[config.mk]
export PLATFORM = sky130hd
export DESIGN_NAME = exec_unit_flat
export DESIGN_NICKNAME = d
export VERILOG_FILES = /design/src/rtl/exec_pkg.sv /design/src/rtl/exec_if.sv /design/src/rtl/exec_alu.sv /design/src/rtl/exec_unit.sv /design/src/flat_wrapper.sv
export SDC_FILE = /design/constraint.sdc
export NUM_CORES = 1
export LEC_CHECK = 0
export CORE_ASPECT_RATIO = 0.8
export CORE_UTILIZATION = 48
export CTS_CLUSTER_DIAMETER = 40
export DETAILED_ROUTE_END_ITERATION = 10
export GPL_TIMING_DRIVEN = 0
export PLACE_DENSITY = 0.74
export SETUP_SLACK_MARGIN = 0.3
export SLEW_MARGIN = 20
export SYNTH_ARGS = -nofsm -noshare
export SYNTH_HDL_FRONTEND = slang
export SYNTH_HIERARCHICAL = 1
export SYNTH_SLANG_ARGS = --single-unit
export TNS_END_PERCENT = 5
[constraint.sdc]
create_clock -name clk -period 3.05 [get_ports clk]
set_input_delay 0.7625 -clock clk [delete_from_list [all_inputs] [get_ports clk]]
set_output_delay 0.7625 -clock clk [all_outputs]
set_load 0.02 [all_outputs]
[src/rtl/exec_pkg.sv]
// Shared definitions for the execute unit: FSM state encoding, the decoded
// operation select and the default datapath/address widths.
package exec_pkg;

  localparam int DWIDTH_DEF     = 16;
  localparam int ADDR_WIDTH_DEF = 12;

  typedef enum logic [2:0] {
    ST_IDLE   = 3'd0,
    ST_MEM_RD = 3'd1,
    ST_ALU    = 3'd2,
    ST_MEM_WR = 3'd3,
    ST_DONE   = 3'd4
  } state_t;

  typedef enum logic [3:0] {
    OP_NONE    = 4'd0,
    OP_ADD     = 4'd1,
    OP_LOAD    = 4'd2,
    OP_STORE   = 4'd3,
    OP_BRANCH  = 4'd4,
    OP_ISZ     = 4'd5,
    OP_CLR_AC  = 4'd6,
    OP_CLR_E   = 4'd7,
    OP_COMP_AC = 4'd8,
    OP_LOAD_AC = 4'd9,
    OP_CIR_R   = 4'd10,
    OP_CIR_L   = 4'd11,
    OP_INC_AC  = 4'd12
  } op_t;

  // Strobe vector bit order: [0]=add .. [11]=inc_ac, lowest bit wins.
  function automatic op_t op_select(input logic [11:0] stb);
    if (stb[0])       return OP_ADD;
    else if (stb[1])  return OP_LOAD;
    else if (stb[2])  return OP_STORE;
    else if (stb[3])  return OP_BRANCH;
    else if (stb[4])  return OP_ISZ;
    else if (stb[5])  return OP_CLR_AC;
    else if (stb[6])  return OP_CLR_E;
    else if (stb[7])  return OP_COMP_AC;
    else if (stb[8])  return OP_LOAD_AC;
    else if (stb[9])  return OP_CIR_R;
    else if (stb[10]) return OP_CIR_L;
    else if (stb[11]) return OP_INC_AC;
    else              return OP_NONE;
  endfunction

endpackage

[src/rtl/exec_if.sv]
// Memory bus between the execute unit (master) and the memory (slave).
// Read and write requests are held until the slave answers with ready.
interface exec_if
  import exec_pkg::*;
#(
  parameter int DWIDTH     = DWIDTH_DEF,
  parameter int ADDR_WIDTH = ADDR_WIDTH_DEF
);

  logic                  o_mem_read;
  logic                  o_mem_write;
  logic [ADDR_WIDTH-1:0] o_mem_addr;
  logic [DWIDTH-1:0]     o_mem_wdata;
  logic [DWIDTH-1:0]     i_mem_rdata;
  logic                  i_mem_ready;

  modport master (
    output o_mem_read,
    output o_mem_write,
    output o_mem_addr,
    output o_mem_wdata,
    input  i_mem_rdata,
    input  i_mem_ready
  );

  modport slave (
    input  o_mem_read,
    input  o_mem_write,
    input  o_mem_addr,
    input  o_mem_wdata,
    output i_mem_rdata,
    output i_mem_ready
  );

endinterface

[src/rtl/exec_alu.sv]
// Combinational next-value logic for the architectural AC and E registers,
// plus the incremented memory operand used by ISZ write-back.
module exec_alu
  import exec_pkg::*;
#(
  parameter int DWIDTH = DWIDTH_DEF
) (
  input  op_t               op,
  input  logic [DWIDTH-1:0] ac,
  input  logic              e,
  input  logic [DWIDTH-1:0] data,
  input  logic [7:0]        imm,
  output logic [DWIDTH-1:0] ac_nxt,
  output logic              e_nxt,
  output logic [DWIDTH-1:0] tmp
);

  localparam logic [DWIDTH-1:0] ONE = DWIDTH'(1);

  logic [DWIDTH:0] sum;

  assign sum = {1'b0, ac} + {1'b0, data};
  assign tmp = data + ONE;

  // AC/E hold their value unless the selected op redefines them.
  always_comb begin
    ac_nxt = ac;
    e_nxt  = e;
    case (op)
      OP_ADD:     {e_nxt, ac_nxt} = sum;
      OP_LOAD:    ac_nxt = data;
      OP_CLR_AC:  ac_nxt = '0;
      OP_CLR_E:   e_nxt  = 1'b0;
      OP_COMP_AC: ac_nxt = ~ac;
      OP_LOAD_AC: ac_nxt = {{(DWIDTH-8){1'b0}}, imm};
      OP_CIR_R: begin
        ac_nxt = {e, ac[DWIDTH-1:1]};
        e_nxt  = ac[0];
      end
      OP_CIR_L: begin
        ac_nxt = {ac[DWIDTH-2:0], e};
        e_nxt  = ac[DWIDTH-1];
      end
      OP_INC_AC:  ac_nxt = ac + ONE;
      default:    ;
    endcase
  end

endmodule

[src/rtl/exec_unit.sv]
// Execute unit: accepts one operation per execute request from the control
// unit, performs the memory handshake it needs, updates AC/E and reports
// completion. Optional feature: define EXEC_ISZ_EN to enable the ISZ
// (increment-and-skip-if-zero) memory op; otherwise i_isz is ignored.
module exec_unit
  import exec_pkg::*;
#(
  parameter int DWIDTH     = DWIDTH_DEF,
  parameter int ADDR_WIDTH = ADDR_WIDTH_DEF
) (
  input  logic                  clk,
  input  logic                  reset,
  input  logic                  i_execute,
  input  logic                  i_add,
  input  logic                  i_load,
  input  logic                  i_store,
  input  logic                  i_branch,
  input  logic                  i_isz,
  input  logic                  i_clr_ac,
  input  logic                  i_clr_e,
  input  logic                  i_comp_ac,
  input  logic                  i_load_ac,
  input  logic                  i_cir_r,
  input  logic                  i_cir_l,
  input  logic                  i_inc_ac,
  input  logic [ADDR_WIDTH-1:0] i_addr,
  input  logic [7:0]            i_imm,
  exec_if.master                mem,
  output logic [DWIDTH-1:0]     o_ac,
  output logic                  o_e,
  output logic                  o_ex_done,
  output logic                  o_pc_load,
  output logic [ADDR_WIDTH-1:0] o_pc_target,
  output logic                  o_skip
);

  state_t                state;
  op_t                   op_q;
  op_t                   op_sel;
  op_t                   alu_op;
  logic                  isz_stb;
  logic [11:0]           stb;
  logic [DWIDTH-1:0]     ac;
  logic                  e;
  logic [DWIDTH-1:0]     data_q;
  logic                  rd;
  logic                  wr;
  logic [ADDR_WIDTH-1:0] mem_addr;
  logic [DWIDTH-1:0]     mem_wdata;
  logic                  pc_load;
  logic [ADDR_WIDTH-1:0] pc_target;
  logic                  skip;
  logic                  ex_done;
  logic [DWIDTH-1:0]     alu_ac;
  logic                  alu_e;
  logic [DWIDTH-1:0]     alu_tmp;

`ifdef EXEC_ISZ_EN
  assign isz_stb = i_isz;
`else
  logic unused_isz;
  assign unused_isz = i_isz;
  assign isz_stb    = 1'b0;
`endif

  assign stb = {i_inc_ac, i_cir_l, i_cir_r, i_load_ac, i_comp_ac, i_clr_e,
                i_clr_ac, isz_stb, i_branch, i_store, i_load, i_add};
  assign op_sel = op_select(stb);

  // Register-reference ops are applied on the dispatch cycle, before op_q
  // is loaded, so the ALU sees the freshly decoded op while idle.
  assign alu_op = (state == ST_IDLE) ? op_sel : op_q;

  exec_alu #(
    .DWIDTH (DWIDTH)
  ) u_alu (
    .op     (alu_op),
    .ac     (ac),
    .e      (e),
    .data   (data_q),
    .imm    (i_imm),
    .ac_nxt (alu_ac),
    .e_nxt  (alu_e),
    .tmp    (alu_tmp)
  );

  // Sequencer: dispatch, memory handshake, AC/E update and one-cycle pulses.
  always_ff @(posedge clk or posedge reset) begin
    if (reset) begin
      state     <= ST_IDLE;
      op_q      <= OP_NONE;
      ac        <= '0;
      e         <= 1'b0;
      rd        <= 1'b0;
      wr        <= 1'b0;
      mem_addr  <= '0;
      mem_wdata <= '0;
      pc_load   <= 1'b0;
      pc_target <= '0;
      skip      <= 1'b0;
      ex_done   <= 1'b0;
    end else begin
      pc_load <= 1'b0;
      skip    <= 1'b0;
      case (state)
        ST_IDLE: begin
          if (i_execute) begin
            op_q <= op_sel;
            case (op_sel)
              OP_ADD, OP_LOAD, OP_ISZ: begin
                rd       <= 1'b1;
                mem_addr <= i_addr;
                state    <= ST_MEM_RD;
              end
              OP_STORE: begin
                wr        <= 1'b1;
                mem_addr  <= i_addr;
                mem_wdata <= ac;
                state     <= ST_MEM_WR;
              end
              OP_BRANCH: begin
                pc_load   <= 1'b1;
                pc_target <= i_addr;
                ex_done   <= 1'b1;
                state     <= ST_DONE;
              end
              default: begin
                // Register ops and the empty request; the ALU passes AC/E
                // through unchanged for OP_NONE.
                ac      <= alu_ac;
                e       <= alu_e;
                ex_done <= 1'b1;
                state   <= ST_DONE;
              end
            endcase
          end
        end
        ST_MEM_RD: begin
          if (mem.i_mem_ready) begin
            rd    <= 1'b0;
            state <= ST_ALU;
          end
        end
        ST_ALU: begin
          if (op_q == OP_ISZ) begin
            wr        <= 1'b1;
            mem_wdata <= alu_tmp;
            state     <= ST_MEM_WR;
          end else begin
            ac      <= alu_ac;
            e       <= alu_e;
            ex_done <= 1'b1;
            state   <= ST_DONE;
          end
        end
        ST_MEM_WR: begin
          if (mem.i_mem_ready) begin
            wr      <= 1'b0;
            ex_done <= 1'b1;
            state   <= ST_DONE;
`ifdef EXEC_ISZ_EN
            skip    <= (op_q == OP_ISZ) && (mem_wdata == '0);
`endif
          end
        end
        ST_DONE: begin
          if (!i_execute) begin
            ex_done <= 1'b0;
            state   <= ST_IDLE;
          end
        end
        default: state <= ST_IDLE;
      endcase
    end
  end

  // Operand capture on the cycle memory answers; not part of reset state.
  always_ff @(posedge clk) begin
    if (state == ST_MEM_RD && mem.i_mem_ready) begin
      data_q <= mem.i_mem_rdata;
    end
  end

  assign mem.o_mem_read  = rd;
  assign mem.o_mem_write = wr;
  assign mem.o_mem_addr  = mem_addr;
  assign mem.o_mem_wdata = mem_wdata;

  assign o_ac        = ac;
  assign o_e         = e;
  assign o_ex_done   = ex_done;
  assign o_pc_load   = pc_load;
  assign o_pc_target = pc_target;
  assign o_skip      = skip;

endmodule

[src/flat_wrapper.sv]
// flat-port wrapper written by rule: the top's interface ports become plain ports
module exec_unit_flat import exec_pkg::*;
#(
  parameter int DWIDTH     = DWIDTH_DEF,
  parameter int ADDR_WIDTH = ADDR_WIDTH_DEF
)
  (clk, reset, i_execute, i_add, i_load, i_store, i_branch, i_isz, i_clr_ac, i_clr_e, i_comp_ac, i_load_ac, i_cir_r, i_cir_l, i_inc_ac, i_addr, i_imm, o_ac, o_e, o_ex_done, o_pc_load, o_pc_target, o_skip, mem_o_mem_read, mem_o_mem_write, mem_o_mem_addr, mem_o_mem_wdata, mem_i_mem_rdata, mem_i_mem_ready);
  exec_if #(.DWIDTH(DWIDTH), .ADDR_WIDTH(ADDR_WIDTH)) mem_i ();
  input  logic clk;
  input  logic reset;
  input  logic i_execute;
  input  logic i_add;
  input  logic i_load;
  input  logic i_store;
  input  logic i_branch;
  input  logic i_isz;
  input  logic i_clr_ac;
  input  logic i_clr_e;
  input  logic i_comp_ac;
  input  logic i_load_ac;
  input  logic i_cir_r;
  input  logic i_cir_l;
  input  logic i_inc_ac;
  input  logic [ADDR_WIDTH-1:0] i_addr;
  input  logic [7:0] i_imm;
  output logic [DWIDTH-1:0] o_ac;
  output logic o_e;
  output logic o_ex_done;
  output logic o_pc_load;
  output logic [ADDR_WIDTH-1:0] o_pc_target;
  output logic o_skip;
  output wire logic [$bits(mem_i.o_mem_read)-1:0] mem_o_mem_read;
  output wire logic [$bits(mem_i.o_mem_write)-1:0] mem_o_mem_write;
  output wire logic [$bits(mem_i.o_mem_addr)-1:0] mem_o_mem_addr;
  output wire logic [$bits(mem_i.o_mem_wdata)-1:0] mem_o_mem_wdata;
  input wire logic [$bits(mem_i.i_mem_rdata)-1:0] mem_i_mem_rdata;
  input wire logic [$bits(mem_i.i_mem_ready)-1:0] mem_i_mem_ready;
  assign mem_o_mem_read = mem_i.o_mem_read;
  assign mem_o_mem_write = mem_i.o_mem_write;
  assign mem_o_mem_addr = mem_i.o_mem_addr;
  assign mem_o_mem_wdata = mem_i.o_mem_wdata;
  assign mem_i.i_mem_rdata = mem_i_mem_rdata;
  assign mem_i.i_mem_ready = mem_i_mem_ready;
  exec_unit #(.DWIDTH(DWIDTH), .ADDR_WIDTH(ADDR_WIDTH)) u_core (.clk(clk), .reset(reset), .i_execute(i_execute), .i_add(i_add), .i_load(i_load), .i_store(i_store), .i_branch(i_branch), .i_isz(i_isz), .i_clr_ac(i_clr_ac), .i_clr_e(i_clr_e), .i_comp_ac(i_comp_ac), .i_load_ac(i_load_ac), .i_cir_r(i_cir_r), .i_cir_l(i_cir_l), .i_inc_ac(i_inc_ac), .i_addr(i_addr), .i_imm(i_imm), .mem(mem_i), .o_ac(o_ac), .o_e(o_e), .o_ex_done(o_ex_done), .o_pc_load(o_pc_load), .o_pc_target(o_pc_target), .o_skip(o_skip));
endmodule
==> flow_metrics.tcl <==
set metrics [dict create \
    end_kind "register" \
    p_leak_uw 0.00336 \
    cts_buffers 9 \
    wire_per_inst_um 20.3 \
    p_per_area_mw_per_mm2 1090 \
    synth_edf_count 16 \
    ys.flop_type "dfrtp_1" \
    slew_headroom_pct 35.4 \
    clockRootBuffer "clkbuf_16" \
    rows 36 \
    antenna_found_initial 0 \
    die_area_mm2 0.0131 \
    hpwl_um 14300 \
    ys_ff_latch 84 \
    ios 114 \
    synthesis.area_mm2 0.00607 \
    port_buffers 111 \
    period_minus_slack_ns 3.01 \
    drt-initial-drc-count 664 \
    crit_fanout 7 \
    cts_tree "built" \
    grt_overflow 0 \
    grt_pass1_vias 5778 \
    multi_input_area_mm2 0.00382 \
    fin_setup_tns_ns 0 \
    synthArstFlopShare_pct 81.0 \
    worstSetupPathType "in -> reg" \
    avgSynthCellArea_um2 9.36 \
    fin_worst_skew_ns 0.0120 \
    sequentialPowerShare_pct 24.0 \
    layout_commonest_cell "clkdlybuf4s50_1" \
    p_switching_uw 4090 \
    wl_met2_um 8780 \
    fin_nets 873 \
    hold_class "reg -> reg" \
    grt_pass1_wl_um 30900 \
    grtUsageTotal_pct 30.6 \
    clock.fmax_mhz 332 \
    ys_seq_area_share_pct 35.9 \
    grt_start_max_net_pins 57 \
    regArea_mm2 0.00218 \
    met3WireLength_um 1700 \
    final_max_slew_viol_count 0 \
    synth_fp_nets 720 \
    ys_warn_count 6 \
    firstDrtPassIters 7 \
    internal_power_uw 4860 \
    synthToLayoutAreaGrowth_pct 35.3 \
    drive_gt1_share_pct 22.7 \
    syn_inst 649 \
    die_x_um 128 \
    final_cell_mix "clkdlybuf4s50_1 (100), nand2_1 (66), dfrtp_1 (66), a21oi_1 (47), buf_4 (42)" \
    h-tree-depth 3 \
    place_congestion 0.922 \
    die_height_um 103 \
    drv_cap 0 \
    finalHoldViolCount 0 \
    dp_cells 933 \
    final-instance-count-excl-fill 978 \
    clk_latency_ns 0.35 \
    rsz0062_at_grt "true" \
    core_mm2 0.0123 \
    power_frac_clock_pct 12.5 \
    ys_types 75 \
    clk_pin_slew_ns 0.06 \
    route.detailed.drc 0 \
    run_status "finished clean" \
    vias 5999 \
    synth_area_leaders "dfrtp_1 (28%), edfxtp_1 (7.9%), mux2_2 (5.6%)" \
    finalSetupViolCount 0 \
    cp.required_ns 3.28 \
    worst_slew_pin_slew_ns 0.960 \
    cts_hold_buf 0 \
    antennaDiodeCount 0 \
    cp-start-kind "primary input" \
    route.antenna.remaining_nets 0 \
    wl_met1_um 8800 \
    cp_data_arrival_time_ns 3.24 \
    clkSinkCount 84 \
    peakVddDrop_uv 558 \
    viasPerCell 6.13 \
    yosysTopAreaCellShare_pct 28.0 \
    p_comb_share_pct 63.5 \
    initial_core_util_pct 49.6 \
    routed_wl_um 19800 \
    swShare_pct 45.7 \
    n_fill_cell 961 \
    finalCritPeriodShare_pct 98.8 \
    yosysTopAreaCell "dfrtp_1" \
    cts_max_path_buffers 2 \
    highest_layer "met4" \
]
path summary, 6_finish.rpt:
path	endpoint	startpoint	slack, ns	cells past startpoint
setup / recovery	u_core/o_ac[11]$_DFFE_PP0P_	i_clr_ac	0.04	11
hold / removal	u_core/mem.o_mem_addr[7]$_DFFE_PP0P_	u_core/mem.o_mem_addr[7]$_DFFE_PP0P_	0.49	1
setup reg to reg	u_core/o_ac[14]$_DFFE_PP0P_	u_core/state[2]$_DFFE_PP0P_	0.13	13
hold reg to reg	u_core/mem.o_mem_addr[7]$_DFFE_PP0P_	u_core/mem.o_mem_addr[7]$_DFFE_PP0P_	0.49	1
max in group asynchronous	u_core/op_q[0]$_DFFE_PP0P_	reset	1.83	3
min in group asynchronous	u_core/o_ac[7]$_DFFE_PP0P_	reset	0.68	2
power groups by stage:
stage | clock [uW] | combinational [uW] | sequential [uW]
6_report | 1120 | 5680 | 2150
5_1_grt | 1190 | 6060 | 2210
4_1_cts | 1140 | 5410 | 2140
3_5_place_dp | 0 | 4990 | 2150
3_3_place_gp | 0 | 4860 | 2140
2_1_floorplan | 0 | 2970 | 2400
cell usage after synthesis (all sizes together) (3+ instances only):
master,count
o211ai,5
nand3,28
o311ai,3
or3,8
ha,18
buf,24
a31oi,6
a21o,10
xnor2,20
mux2,42
nand3b,3
nand4,6
nand2b,22
nor3,17
a21oi,52
and3,7
mux2i,19
o21a,6
a311oi,3
a22oi,7
o21ai,36
nand2,68
inv,18
o22ai,4
nor4,3
nor2b,8
edfxtp,16
nor2,33
o2111ai,3
xor2,7
and3b,3
a222oi,5
a221oi,5
a21boi,3
o31ai,7
a41oi,17
a211o,3
dfrtp,68
clkbuf,11
critical path, cell delays in order:
cell      delay, ns
buf_4          0.13
or3_4          0.38
a211o_1        0.30
o21ai_4        0.28
buf_6          0.18
nand3b_1       0.09
o22ai_1        0.18
o22ai_2        0.12
or3_1          0.32
o221a_2        0.24
mux2_4         0.25
cells by family after synthesis:
family | count (synthesis) | synth area share [%]
adders and majority gates | 19 | 4.04
xor gates and xnor gates | 27 | 3.89
other | 1 | 0.0618
AOI/OAI and AO/OA | 190 | 21.8
and+or+nand+nor | 214 | 18.3
muxes | 61 | 11.5
buffers and inverters | 53 | 4.35
DFF | 84 | 35.9
timing repair:
action	CTS	global route
gates resized for setup	84	44
setup endpoints to repair	17	17
pin swaps	20	18
buffers inserted	20	9
final cells by class:
| class | instances | share of cell area, % |
|---|---|---|
| Inverter | 18 | 0.853 |
| Clock buffer | 10 | 3.05 |
| Sequential cell | 84 | 26.6 |
| Timing Repair Buffer | 142 | 16.4 |
| Clock inverter | 6 | 0.624 |
| Multi-Input combinational cell | 512 | 46.5 |
| Buffer | 35 | 3.35 |
| Tap cell | 171 | 2.60 |
through the flow:
step	hold WS, ns	worst slack, ns	total power (uW)	instance area [um^2]	utilization, %
after floorplan	0.460	0.0115	5370	6090	-
after global placement	0.472	-1.19	6990	7420	60.5
after detailed placement	0.476	-1.26	7140	7460	60.9
after CTS	0.491	0.0117	8690	8070	65.9
after global routing	0.508	-0.0135	9460	8220	67.1
final	0.489	0.0359	8940	8220	67.1
registers in the layout (all words and copies together) (netlist names):
signal                  flops
u_core/data_q              16
u_core/mem.o_mem_wdata     16
u_core/o_ac                16
u_core/mem.o_mem_addr      12
u_core/o_pc_target         12
u_core/op_q                 4
u_core/state                3
u_core/mem.o_mem_read       1
u_core/mem.o_mem_write      1
u_core/o_e                  1
u_core/o_ex_done            1
u_core/o_pc_load            1
layer usage:
metal / GRT usage [%] / vias up
li1: - / 2750
met1: 42.1 / 2870
met2: 48.1 / 328
met3: 6.12 / 51
met4: 11.3 / 0
met5: 0 / -
No activity file was read; power rests on OpenSTA's default activity.
==> edit 1 (same settings) <==
The package constant `DWIDTH_DEF` goes from 16 to 24.
--- a/src/rtl/exec_pkg.sv
+++ b/src/rtl/exec_pkg.sv
@@ -4,3 +4,3 @@
 
-  localparam int DWIDTH_DEF     = 16;
+  localparam int DWIDTH_DEF     = 24;
   localparam int ADDR_WIDTH_DEF = 12;
Interface: changed (resized mem_i_mem_rdata, mem_o_mem_wdata and o_ac); port bits go from 114 to 138. No check against the original RTL was run, so the function may have changed too.
==> edit 1 against the unedited design <==
Synthesized area increased by 34%. Total power grew 39%. Final area grew 35%. Global-route usage is 0.95 points higher. Combinational power rose by 49%. The flow now finishes with violations (negative setup slack). Largest cell class unchanged. Synthesized cell count rose by 33%. First-iteration DRC count grew 40%. Critical path depth grew 3. Sequential cell count grew 24. Routed wire length up 38%. Die area increased by 33%. Worst setup slack worse by 0.058 ns.
==> edit 1: results (changes against the unedited design) <==
status complete, but fails checks; failing checks negative setup slack; top cells by count, synth dfrtp_1, nand2_1, mux2_2, o21ai_0; hold_sp u_core/o_ex_done$_DFFE_PP0P_; FILL cells 1309 (+36%); vias in the first global route 7985 (+38%); DR pass1 iterations 5 (-2); Clk Latency, worst-skew pair 0.38 ns (+0.03 ns); first-pass GRT wire length 43000 um (+39%); HPWL Detailed 18400 um (+29%); # setup viols final 2 (+2); met3 Use GR 0.0826 (+0.0214); layout cells sized above 1 0.292 (+0.0652); DRT Wirelength 27400 um (+38%); GPL Wtd Cong 0.952 (+3.2%); routed vias 8171 (+36%); met1 GRT Util 0.444 (+0.0225); crit path DAT 3.33 ns (+0.09 ns); port buffer count 134 (+21%); Seq/Total Area, Yosys 0.348 (-0.0118); DRT iter0 DRCs 931 (+40%); Async SR Flop Fraction 0.778 (-0.0317); GRT met2 Usage 0.468 (-0.0126); relative slew slack 0.442 (+0.0880); Synth area leaders dfrtp_1, mux2_2, edfxtp_1; number of flops mapped to enable cells by yosys 24 (+8); peak supply drop 0.590 mV (+5.7%); Reg clk slew, reported paths 0.08 ns (+0.02 ns); Setup WS post-layout -0.0222 ns (-0.0582 ns); Worst Skew 0.0114 ns (-0.000603 ns)
[edit 1: logic make-up after synthesis]
kind of cell | Yosys count | share of synthesized area
multiplexers | 109 | 0.159
other | 1 | 0.000462
AND/OR/NAND/NOR | 250 | 0.149
XOR/XNOR | 43 | 0.0464
buffers and inverters | 72 | 0.0445
adder cells (fa/ha/maj) | 27 | 0.0425
AO/OA/AOI/OAI | 256 | 0.210
flip-flops | 108 | 0.348
[edit 1: report_power, final]
group          internal [W]  switching [W]
combinational       0.00394        0.00454
sequential          0.00204       0.000711
clock              0.000586       0.000615
[edit 1: area by class of cell]
cell class / count / area [um^2] / share of cell area
multi-input cells: 687 / 5330 / 0.479
flip-flops and latches: 108 / 2830 / 0.254
repair buffers: 196 / 1840 / 0.165
plain buffers: 57 / 484 / 0.0435
well taps: 220 / 275 / 0.0247
clock buffers: 9 / 225 / 0.0202
clock inverters: 7 / 73.8 / 0.00664
inverters: 15 / 66.3 / 0.00596
[edit 1: worst max-delay path: stages]
cell and delay, ns:
clkdlybuf4s15_1 0.26, nor3_4 0.29, buf_4 0.18, nand2_1 0.10, o21ai_4 0.21, buf_2 0.21
nor2b_2 0.26, a21oi_2 0.10, nor2_1 0.14, a221oi_2 0.07, a211oi_1 0.24, mux2_2 0.20
nor3_2 0.04, mux2_2 0.26
[edit 1: metrics by stage]
stage,setup TNS (ns),cells,setup slack (ns),area [um^2]
final,-0.0310,1299,-0.0222,11100
after global routing,-0.614,1299,-0.129,11100
after CTS,0,1294,0.0612,11000
after detailed placement,-29.70,1224,-1.35,9870
after global placement,-202.35,1220,-2.34,9810
after floorplan,-0.269,866,-0.0730,8200
[edit 1: path summary, 6_finish.rpt]
path | endpoint | slack (ns) | cells after the start
worst max-delay path | u_core/o_ac[23]$_DFFE_PP0P_ | -0.02 | 14
worst min-delay path | u_core/o_ex_done$_DFFE_PP0P_ | 0.50 | 2
worst max register to register | u_core/o_e$_DFFE_PP0P_ | -0.01 | 14
worst min register to register | u_core/o_ex_done$_DFFE_PP0P_ | 0.50 | 2
max in group asynchronous | u_core/o_ac[0]$_DFFE_PP0P_ | 1.67 | 3
min in group asynchronous | u_core/mem.o_mem_wdata[1]$_DFFE_PP0P_ | 0.75 | 2
[edit 1: layer usage]
layer  wire, um  up-vias  part of all wire
li1           -     3672                 -
met1      12000     3977              0.44
met2      11900      448              0.44
met3       2680       74             0.098
met4        767        0             0.028
met5          0        -                 0
[edit 1: repair_timing]
action	CTS	global route
resized for setup	133	41
setup endpoints to repair	27	49
pin swaps	24	14
endpoints found under the hold margin	0	0
buffers inserted	49	5
gates cloned	5	0
==> edit 2 (same settings) <==
Made on the original files. Re-encode `state_t` (5 states) as one-hot, 5 bits wide.
--- a/src/rtl/exec_pkg.sv
+++ b/src/rtl/exec_pkg.sv
@@ -7,8 +7,8 @@
 
-  typedef enum logic [2:0] {
-    ST_IDLE   = 3'd0,
-    ST_MEM_RD = 3'd1,
-    ST_ALU    = 3'd2,
-    ST_MEM_WR = 3'd3,
-    ST_DONE   = 3'd4
+  typedef enum logic [4:0] {
+    ST_IDLE   = 5'b00001,
+    ST_MEM_RD = 5'b00010,
+    ST_ALU    = 5'b00100,
+    ST_MEM_WR = 5'b01000,
+    ST_DONE   = 5'b10000
   } state_t;
Function: same outputs for any inputs over 4 cycles, from zero or initial values and one cycle with reset high; so few cycles prove little.
==> edit 2 against the unedited design <==
Count of clock-buffer cells in the layout increased by 1. Routed wire length decreased by 1.2%. Total power increased by 10%. Final area increased by 4.1%. Synthesized area about the same. Sequential cell count increased by 2. Worst setup slack improved by 0.13 ns.
==> edit 2: results (changes against the unedited design) <==
vias in the first global route 5565 (-3.7%); FILL cells 909 (-5.4%); met3 Use GR 0.0752 (+0.0140); Worst Skew 0.00956 ns (-0.00244 ns); Async SR Flop Fraction 0.814 (+0.00443); worst reg2reg startpoint u_core/state[0]$_DFFE_PP1P_; Nets 861 (-1.4%); syn_nets 699 (-2.9%); met1 GRT Util 0.402 (-0.0196); Placement Setup Slack -0.875 ns (+0.386 ns); HPWL Detailed 13700 um (-4.1%); Area after DPL 7490 um^2 (+0.47%); count of cell types in the netlist 80 (+6.7%); complex-gate fraction of the synthesized area 0.198 (-0.0200); maximum fanout along the worst path 8 (+1); Setup WS post-layout 0.167 ns (+0.131 ns); fin area 8550 um^2 (+4.1%); cell total after placement 911 (-2.4%); Worst path slowest cell mux2_2; adder-cell share of the synthesized area 0.0404 (about the same); xor and xnor area share after synthesis 0.0389 (about the same); pin count of the biggest net entering global routing 51 (-11%); Met1 Wirelength 8410 um (-4.4%); top cells by count, synth dfrtp_1, nor2_1, a21oi_1, nand2_1, o21ai_0; Critical Path Max Stage Delay 0.28 ns (-0.10 ns); R2R setup slack 0.23 ns (+0.10 ns); GPL Wtd Cong 0.971 (+5.3%); DRT iter0 DRCs 559 (-16%); worst hold slack 0.508 ns (+0.0186 ns); relative slew slack 0.341 (-0.0132); status complete, no violations; mux contribution to synthesized area 0.128 (+0.0130); DRT Wirelength 19600 um (-1.2%); Seq/Total Area, Yosys 0.368 (+0.00837); Post-CTS Setup Repair Bufs 16 (-20%); vias per inst 6.12 (-0.16%); Pleak 3.65 nW (+8.5%); crit path DAT 3.12 ns (-0.12 ns)
edit 2: cell count changes after synthesis, moves of 3 or more:
cell and delta:
o21ai_0 -4, a41oi_1 -14, nor3_1 -5, nand2b_1 -15, clkbuf_1 -4, nor2_1 +24
mux2_2 -3, mux2_4 +9, nand2_1 -22, buf_4 -5
edit 2: report_power, final:
group	total, W	switching (W)	internal, W
combinational	0.00654	0.00334	0.00320
clock	0.00112	0.000501	0.000619
sequential	0.00219	0.000559	0.00163
total	0.00984	0.00440	0.00545
edit 2: final cells by class:
| cell class | instances | area share |
|---|---|---|
| multi-input combinational | 495 | 0.459 |
| clock inverter | 5 | 0.00527 |
| clock buffer | 11 | 0.0297 |
| timing repair buffer | 150 | 0.176 |
| inverter | 19 | 0.00936 |
| buffer | 29 | 0.0335 |
| tap | 171 | 0.0250 |
| sequential | 86 | 0.262 |
